===== config.mk =====
export PLATFORM = sky130hd
export DESIGN_NAME = uart_rx
export DESIGN_NICKNAME = d
export VERILOG_FILES = /design/src/rtl/uart_rx.sv
export SDC_FILE = /design/constraint.sdc
export NUM_CORES = 1
export LEC_CHECK = 0
export BUFFER_PORTS_ARGS = -buffer_cell sky130_fd_sc_hd__buf_2
export CAP_MARGIN = 20
export CORE_MARGIN = 2
export CORE_UTILIZATION = 51
export DETAILED_ROUTE_END_ITERATION = 8
export PLACE_DENSITY = 0.72
export SYNTH_ARGS = -nofsm -noshare
export SYNTH_HDL_FRONTEND = slang
export SYNTH_SLANG_ARGS = --single-unit

===== constraint.sdc =====
create_clock -name clk -period 2 [get_ports clk]
set_input_delay 0.4 -clock clk [delete_from_list [all_inputs] [get_ports clk]]
set_output_delay 0.4 -clock clk [all_outputs]
set_load 0.01 [all_outputs]

===== src/rtl/uart_rx.sv =====
// uart_rx: 8N1 serial receiver with mid-bit sampling, a held data_valid/data_ack
// handshake, a sticky overrun flag and a one-cycle frame_err pulse.
//
// state | meaning
// IDLE  | waiting for a falling edge on the synchronised line
// START | counting half a bit, then confirming the start bit is still low
// DATA  | sampling 8 data bits, LSB first, one per bit period
// STOP  | sampling the stop bit, then holding one more cycle before IDLE
module uart_rx #(
    parameter int CLKS_PER_BIT = 5208
) (
    input  logic       clk,
    input  logic       rst,
    input  logic       rx,
    output logic [7:0] data,
    output logic       data_valid,
    input  logic       data_ack,
    output logic       frame_err,
    output logic       overrun,
    output logic       busy
);

    localparam int CW = $clog2(CLKS_PER_BIT);
    localparam logic [CW-1:0] HALF_M1 = CW'(CLKS_PER_BIT / 2 - 1);
    localparam logic [CW-1:0] BIT_M1  = CW'(CLKS_PER_BIT - 1);

    typedef enum logic [1:0] {
        IDLE  = 2'd0,
        START = 2'd1,
        DATA  = 2'd2,
        STOP  = 2'd3
    } state_t;

    state_t        state;
    logic          rx_meta;
    logic          rx_s;
    logic          rx_prev;
    logic [2:0]    sync_ok;
    logic [CW-1:0] cnt;
    logic [2:0]    bit_idx;
    logic [7:0]    shreg;
    logic          stop_seen;
    logic          start_edge;

    // Synchroniser plus previous-sample register. sync_ok marks when rx_prev
    // holds a real line sample rather than a reset value, so the line being low
    // right after reset release is never mistaken for a fresh start edge.
    always_ff @(posedge clk or posedge rst) begin
        if (rst) begin
            rx_meta <= 1'b1;
            rx_s    <= 1'b1;
            rx_prev <= 1'b1;
            sync_ok <= 3'b000;
        end else begin
            rx_meta <= rx;
            rx_s    <= rx_meta;
            rx_prev <= rx_s;
            sync_ok <= {sync_ok[1:0], 1'b1};
        end
    end

    assign start_edge = sync_ok[2] & rx_prev & ~rx_s;

    // Receive FSM with down-counting bit timer and registered outputs.
    always_ff @(posedge clk or posedge rst) begin
        if (rst) begin
            state      <= IDLE;
            cnt        <= '0;
            bit_idx    <= '0;
            shreg      <= '0;
            stop_seen  <= 1'b0;
            data       <= '0;
            data_valid <= 1'b0;
            frame_err  <= 1'b0;
            overrun    <= 1'b0;
            busy       <= 1'b0;
        end else begin
            frame_err <= 1'b0;

            // Consumer handshake; a good completion below overrides it.
            if (data_ack && data_valid) begin
                data_valid <= 1'b0;
                overrun    <= 1'b0;
            end

            case (state)
                IDLE: begin
                    if (start_edge) begin
                        state     <= START;
                        busy      <= 1'b1;
                        cnt       <= HALF_M1;
                        bit_idx   <= '0;
                        stop_seen <= 1'b0;
                    end
                end

                START: begin
                    if (cnt == '0) begin
                        if (!rx_s) begin
                            state <= DATA;
                            cnt   <= BIT_M1;
                        end else begin
                            state <= IDLE;
                            busy  <= 1'b0;
                        end
                    end else begin
                        cnt <= cnt - 1'b1;
                    end
                end

                DATA: begin
                    if (cnt == '0) begin
                        shreg <= {rx_s, shreg[7:1]};
                        cnt   <= BIT_M1;
                        if (bit_idx == 3'd7) begin
                            state <= STOP;
                        end else begin
                            bit_idx <= bit_idx + 1'b1;
                        end
                    end else begin
                        cnt <= cnt - 1'b1;
                    end
                end

                STOP: begin
                    if (stop_seen) begin
                        state     <= IDLE;
                        busy      <= 1'b0;
                        stop_seen <= 1'b0;
                    end else if (cnt == '0) begin
                        stop_seen <= 1'b1;
                        if (rx_s) begin
                            data       <= shreg;
                            data_valid <= 1'b1;
                            // An ack landing on the completion cycle consumes
                            // the old byte, so the new one is not an overrun.
                            overrun    <= data_valid & ~data_ack;
                        end else begin
                            frame_err <= 1'b1;
                        end
                    end else begin
                        cnt <= cnt - 1'b1;
                    end
                end

                default: begin
                    state <= IDLE;
                    busy  <= 1'b0;
                end
            endcase
        end
    end

endmodule

; ---- After elaboration in Yosys (flattened, before gate mapping)
; Cells that the tools add are included.
[classes]
add_sub_neg = 2
multipliers = 0
n_div = 0
n_lt_le_gt_ge = 0
eq_ne = 14
shift = 0
mux = 41
bitwise_logic = 6
n_reduce_logical = 13
[ops]
columns = op, count
row1 = $mux W13, 6
row2 = $pmux W13 S4, 1
row3 = $mux W1, 21
row4 = $ne A2 B2 Y1 const B, 9
row5 = $logic_not A13 Y1, 1
row6 = $sub A13 B1 Y13 const B, 1
row7 = $mux W2, 6
row8 = $reduce_and A4 Y1, 3
row9 = $reduce_and A5 Y1, 2
row10 = $mux W3, 3
row11 = $pmux W2 S4, 1
row12 = $pmux W3 S2, 1
row13 = $eq A2 B2 Y1 const B, 2
row14 = $reduce_and A2 Y1, 2
row15 = $reduce_bool A2 Y1, 2
row16 = $add A3 B1 Y3 const B, 1
row17 = $and A1 B1 Y1, 3
row18 = $eq A3 B3 Y1 const B, 1
row19 = $ne A3 B3 Y1 const B, 1
row20 = $not A1 Y1, 3
row21 = $pmux W1 S3, 1
row22 = $reduce_bool A3 Y1, 1
row23 = $eq A2 B1 Y1 const B, 1
row24 = $logic_not A2 Y1, 1
row25 = 2 further kinds, 2
[totals]
ff_bits = 45
latch_bits = 0
mem_bits_rw = 0
romBits = 0
inputBits = 4
output_inout_bits = 12
word_cells = 90
n_memories = 0

; ---- Logic depth before layout (Yosys ltp)
[depth]
word_depth = 6
depth_mapped = 9

; ---- Worst setup path before layout
; No wires, ideal clock.
[synth_path]
kind = flip-flop to flip-flop
from = register cnt[0]
to = register cnt[7]
setup_ns = 0.121
t_arrival_ns = 1.848
setup_slack_ns = 0.031
stages_incl_launch_ff = 9
n_path_buf = 1
synth_period_minus_slack_ns = 1.969
path_cell_list = dfrtp_1 > inv_1 > ha_1 > nor4b_4 > and3_1 > buf_4 > a221o_4 > o21bai_1 > a22o_1
[synth_via]
elab_chain_len = 4
word_cells_on_any_way = 10
classes_between = add/sub: 1 / eq/ne: 2 / mux: 5 / reduce/logical: 2
[synth_lines]
columns = element, line_no
row1 = "start, declared", 39  ; logic [CW-1:0] cnt;
row2 = "start signal, assigned", 107  ; cnt <= cnt - 1'b1;
row3 = "start signal, assigned", 121  ; cnt <= cnt - 1'b1;
row4 = "start signal, assigned", 142  ; cnt <= cnt - 1'b1;
row5 = $sub A13 B1 Y13, "107, 121, 142"
row6 = $mux W13, 130  ; end else if (cnt == '0) begin
row7 = $mux W13, 126  ; if (stop_seen) begin
row8 = $pmux W13 S4, 86  ; case (state)
; Several ways; a longest one is shown, not always the timed one. The select of a mux whose other input is x is not followed.
; A chain may end at the register's enable or synchronous reset.

; ---- Worst setup path after layout
[layout_path]
from = register cnt[1]
to = register cnt[10]
; The elaborated chain is that of the path after synthesis.

==> results.txt <==
- Run status: complete, no violations
- Clock-pin transition on the worst setup and hold timing paths: approximately 90 ps
* Via count: approximately 1.7k
- Before CTS, the worst setup slack after placement is 42.4 ps.
- For this run, the top clock speed supported by timing is just over 500 MHz.
- After synthesis, the cell types taking the most area are dfrtp_1 47%, mux2_2 8.0%, ha_1 4.5%, dfstp_2 3.5%, a21oi_1 3.3%.
- Wire length of the first global-routing pass: 7280 um
* Critical path startpoint: cnt[1]$_DFFE_PP0P_
- Total of warnings raised by yosys: 0
- For the worst setup path, the data required time is about 2200 ps.
* Final Slew Violations: 0
- Clk_lat worst skew: around 300 ps
- Width of the die: roughly 70 um
* Most used flip-flop cell after synthesis: dfrtp_1
- Worst r2r dst: cnt[10]$_DFFE_PP0P_
- Worst hold-check path type: in2async
- Summed over all cells, the static leakage comes to between 1 and 1.5 nW.
- The critical path is of the reg2reg type.
- After floorplanning, the core was divided into 24 placement rows.
* CTS max path bufs: 2
* Synth top area share: 0.468
* Routed length per instance: 14.9 um
- Routability-driven placement finished with a final weighted congestion of ~0.81.
- Total wirelength of the detailed-routed design: 4370 um
* Layout Nets: 252
- Count of state elements after synthesis: 45
* Critical path fanouts, max: 8
- Unique cell type count in the Yosys netlist: 51
- Number of setup violations in the final report: 0
- Relative to the synthesized area, the layout overhead comes to 19.4%.
- Critical Path Source Type: flop
- Worst VDD drop: 0.823 mV
* Initial antenna violation count: 0
* Total DRC errors in the routed layout: 0
* Via-per-instance ratio: ~5.7
- Reg-to-Reg Start: cnt[1]$_DFFE_PP0P_
* Ant. Diodes: 0
- Gr usage total: 0.186
- Gate Count Post-Synth: 195
* Number of nets produced by synthesis: 207
- The die is between 70 and 80 um tall.
* Crit path arrival time: around 2200 ps
* Max-cap viol count: 0
- Die ar.: 0.00495 mm^2
- Total power divided by cell area: about 1400 mW/mm^2
* Port buffer count: 15
* Proportion of layout cells with a drive suffix above 1: 0.353
- Starting utilization of the core area: 0.523
- The share of the Yosys chip area taken by registers is 0.503.
- R2R cell count: 8
- Cell type with the highest aggregate area in the netlist: dfrtp_1
- The region available for standard cell placement spans 0.00429 mm^2.
- Summing every instance area after synthesis gives 0.00225 mm^2.
- Total chip power: around 3.7 mW
- Following the worst setup path forward leads to its endpoint at cnt[10]$_DFFE_PP0P_.
- Max-Slew Margin vs Limit: 0.542
- Via count of the first global-routing pass: between 1.5k and 2k
- The clock net in this run drives a total of 45 sinks.
- Clock period minus worst slack: 1940 ps
- For flop-to-flop paths, the worst setup slack is 60 ps.
- Async set-reset flop share out of synthesis: 1.00
* Maximum number of pins on one net before global-route repair: 22
- Final period util: 0.972
* Grt total ovfl: 0
* Number of H-tree branching levels: 2
- Each instance of the synthesized netlist takes up on average 11.5 um^2.
* Transition time at the pin with the least slew margin: 683 ps
- The first TritonRoute pass finished after 4 iterations.
- Antenna-violating nets left: 0
- The layout has 342 filler cells.
- Final hold slack: approximately 110 ps
- Master cell of the clock root buffer: clkbuf_8
* Final setup margin: 57.0 ps
- Number of top-level pins: 16
- Clock tree synthesis inserted a total of 5 buffers.
- DPL Wire Length: around 3100 um
- The worst setup path is captured at a flop.
* EDFF count, synth: 0
- In this run, the number of DRC markers left after iteration 0 of detailed routing was 96.
- Clock tree from TritonCTS: built
- On the final layout, the worst clock skew is between 5 and 6 ps.
* Count of endpoints failing hold in the final timing report: 0
## synthesized netlist by cell type (all sizes together), types with 2 or more instances
library cell and instances:
a41oi 2, a22o 3, o22ai 2, dfrtp 42, o21ai 12, ha 8
buf 5, and2 3, o22a 4, nor3 4, nand2 8, mux2i 3
nor4 5, o41ai 2, nor2b 2, a21oi 15, nand2b 3, o21bai 2
nor2 8, a21boi 2, inv 12, a31oi 5, dfstp 3, nand3 5
clkbuf 2, mux2 16, o21a 2
## how the worst min path moves through the flow
stage                    startpoint              endpoint  slack (ps)  cells after the start
3_5_place_dp   sync_ok[1]$_DFF_PP0_  sync_ok[2]$_DFF_PP0_         330                      0
4_1_cts                         rst  shreg[6]$_DFFE_PP0P_         120                      2
3_3_place_gp   sync_ok[0]$_DFF_PP0_  sync_ok[1]$_DFF_PP0_         330                      0
6_report                        rst  shreg[6]$_DFFE_PP0P_         110                      2
2_1_floorplan  sync_ok[0]$_DFF_PP0_  sync_ok[1]$_DFF_PP0_         330                      0
5_1_grt                         rst  shreg[6]$_DFFE_PP0P_         150                      2
## worst max-delay path, stage by stage (launching register included)
cell and delay (ps):
dfrtp_1 400, inv_2 60, ha_1 190, nor4b_4 140, and3_4 180, a221o_4 450, buf_4 170, a21oi_1 120
o22a_1 160
## sequential cells by signal, indices dropped and copies added, names as in the netlist, named ones only
name / cells
data_valid: 1
rx_prev: 1
stop_seen: 1
rx_meta: 1
busy: 1
rx_s: 1
bit_idx: 3
state: 1
sync_ok: 3
cnt: 13
overrun: 1
shreg: 8
frame_err: 1
data: 8
## logic make-up after synthesis
logic type / count (synthesis) / synth area share
and+or+nand+nor: 45 / 0.134
adders and majority gates: 8 / 0.0445
DFF: 45 / 0.503
muxes: 19 / 0.0935
buffers and inverters: 19 / 0.0406
other: 1 / 0.00167
AOI/OAI and AO/OA: 58 / 0.183
## metal layers
metal / GRT usage / part of all wire
met1: 0.250 / 0.46
met2: 0.296 / 0.49
met3: 0.0390 / 0.033
met4: 0.0684 / 0.016
met5: 0 / 0
## metrics by stage
step,std cells,setup TNS [ps],area (um^2),util
final,293,0,2680,0.625
after global routing,293,-69.0,2680,0.625
after CTS,285,0,2590,0.604
after detailed placement,277,0,2510,0.584
after global placement,277,0,2510,0.584
after floorplan,195,0,2250,-
## placed cells by master (no fill, tap or decap), types with 3 or more instances in the layout
cell type and n:
nand2b_1 3, dfrtp_1 42, nor2_1 7, buf_4 29
o21ai_0 7, dfstp_2 3, o22a_1 4, o21ai_1 5
nand3_1 3, clkbuf_8 5, mux2_2 16, nor4_1 3
buf_2 15, a22o_1 3, a31oi_1 4, a21oi_1 15
nand2_1 7, mux2i_1 3, nor3_1 4, ha_1 8
inv_1 10
## repair_timing
item	CTS	global route
hold buffers	0	0
setup endpoints to repair	0	29
setup buffers	0	8
resized for setup	0	11
## power breakdown
group | switching, mW | total [mW] | internal (mW)
registers | 0.138 | 1.19 | 1.05
clock network | 0.314 | 0.560 | 0.246
logic | 1.02 | 1.93 | 0.906
## layout make-up
class / count / area [um^2] / share of cell area
Clock buffer: 6 / 72.6 / 0.0270
Clock inverter: 2 / 15.0 / 0.00559
Inverter: 12 / 45.0 / 0.0168
Multi-Input combinational cell: 131 / 1050 / 0.392
Sequential cell: 45 / 1130 / 0.421
Tap cell: 52 / 65.1 / 0.0242
Timing Repair Buffer: 45 / 304 / 0.113
Power figures use the tool's default switching activity.
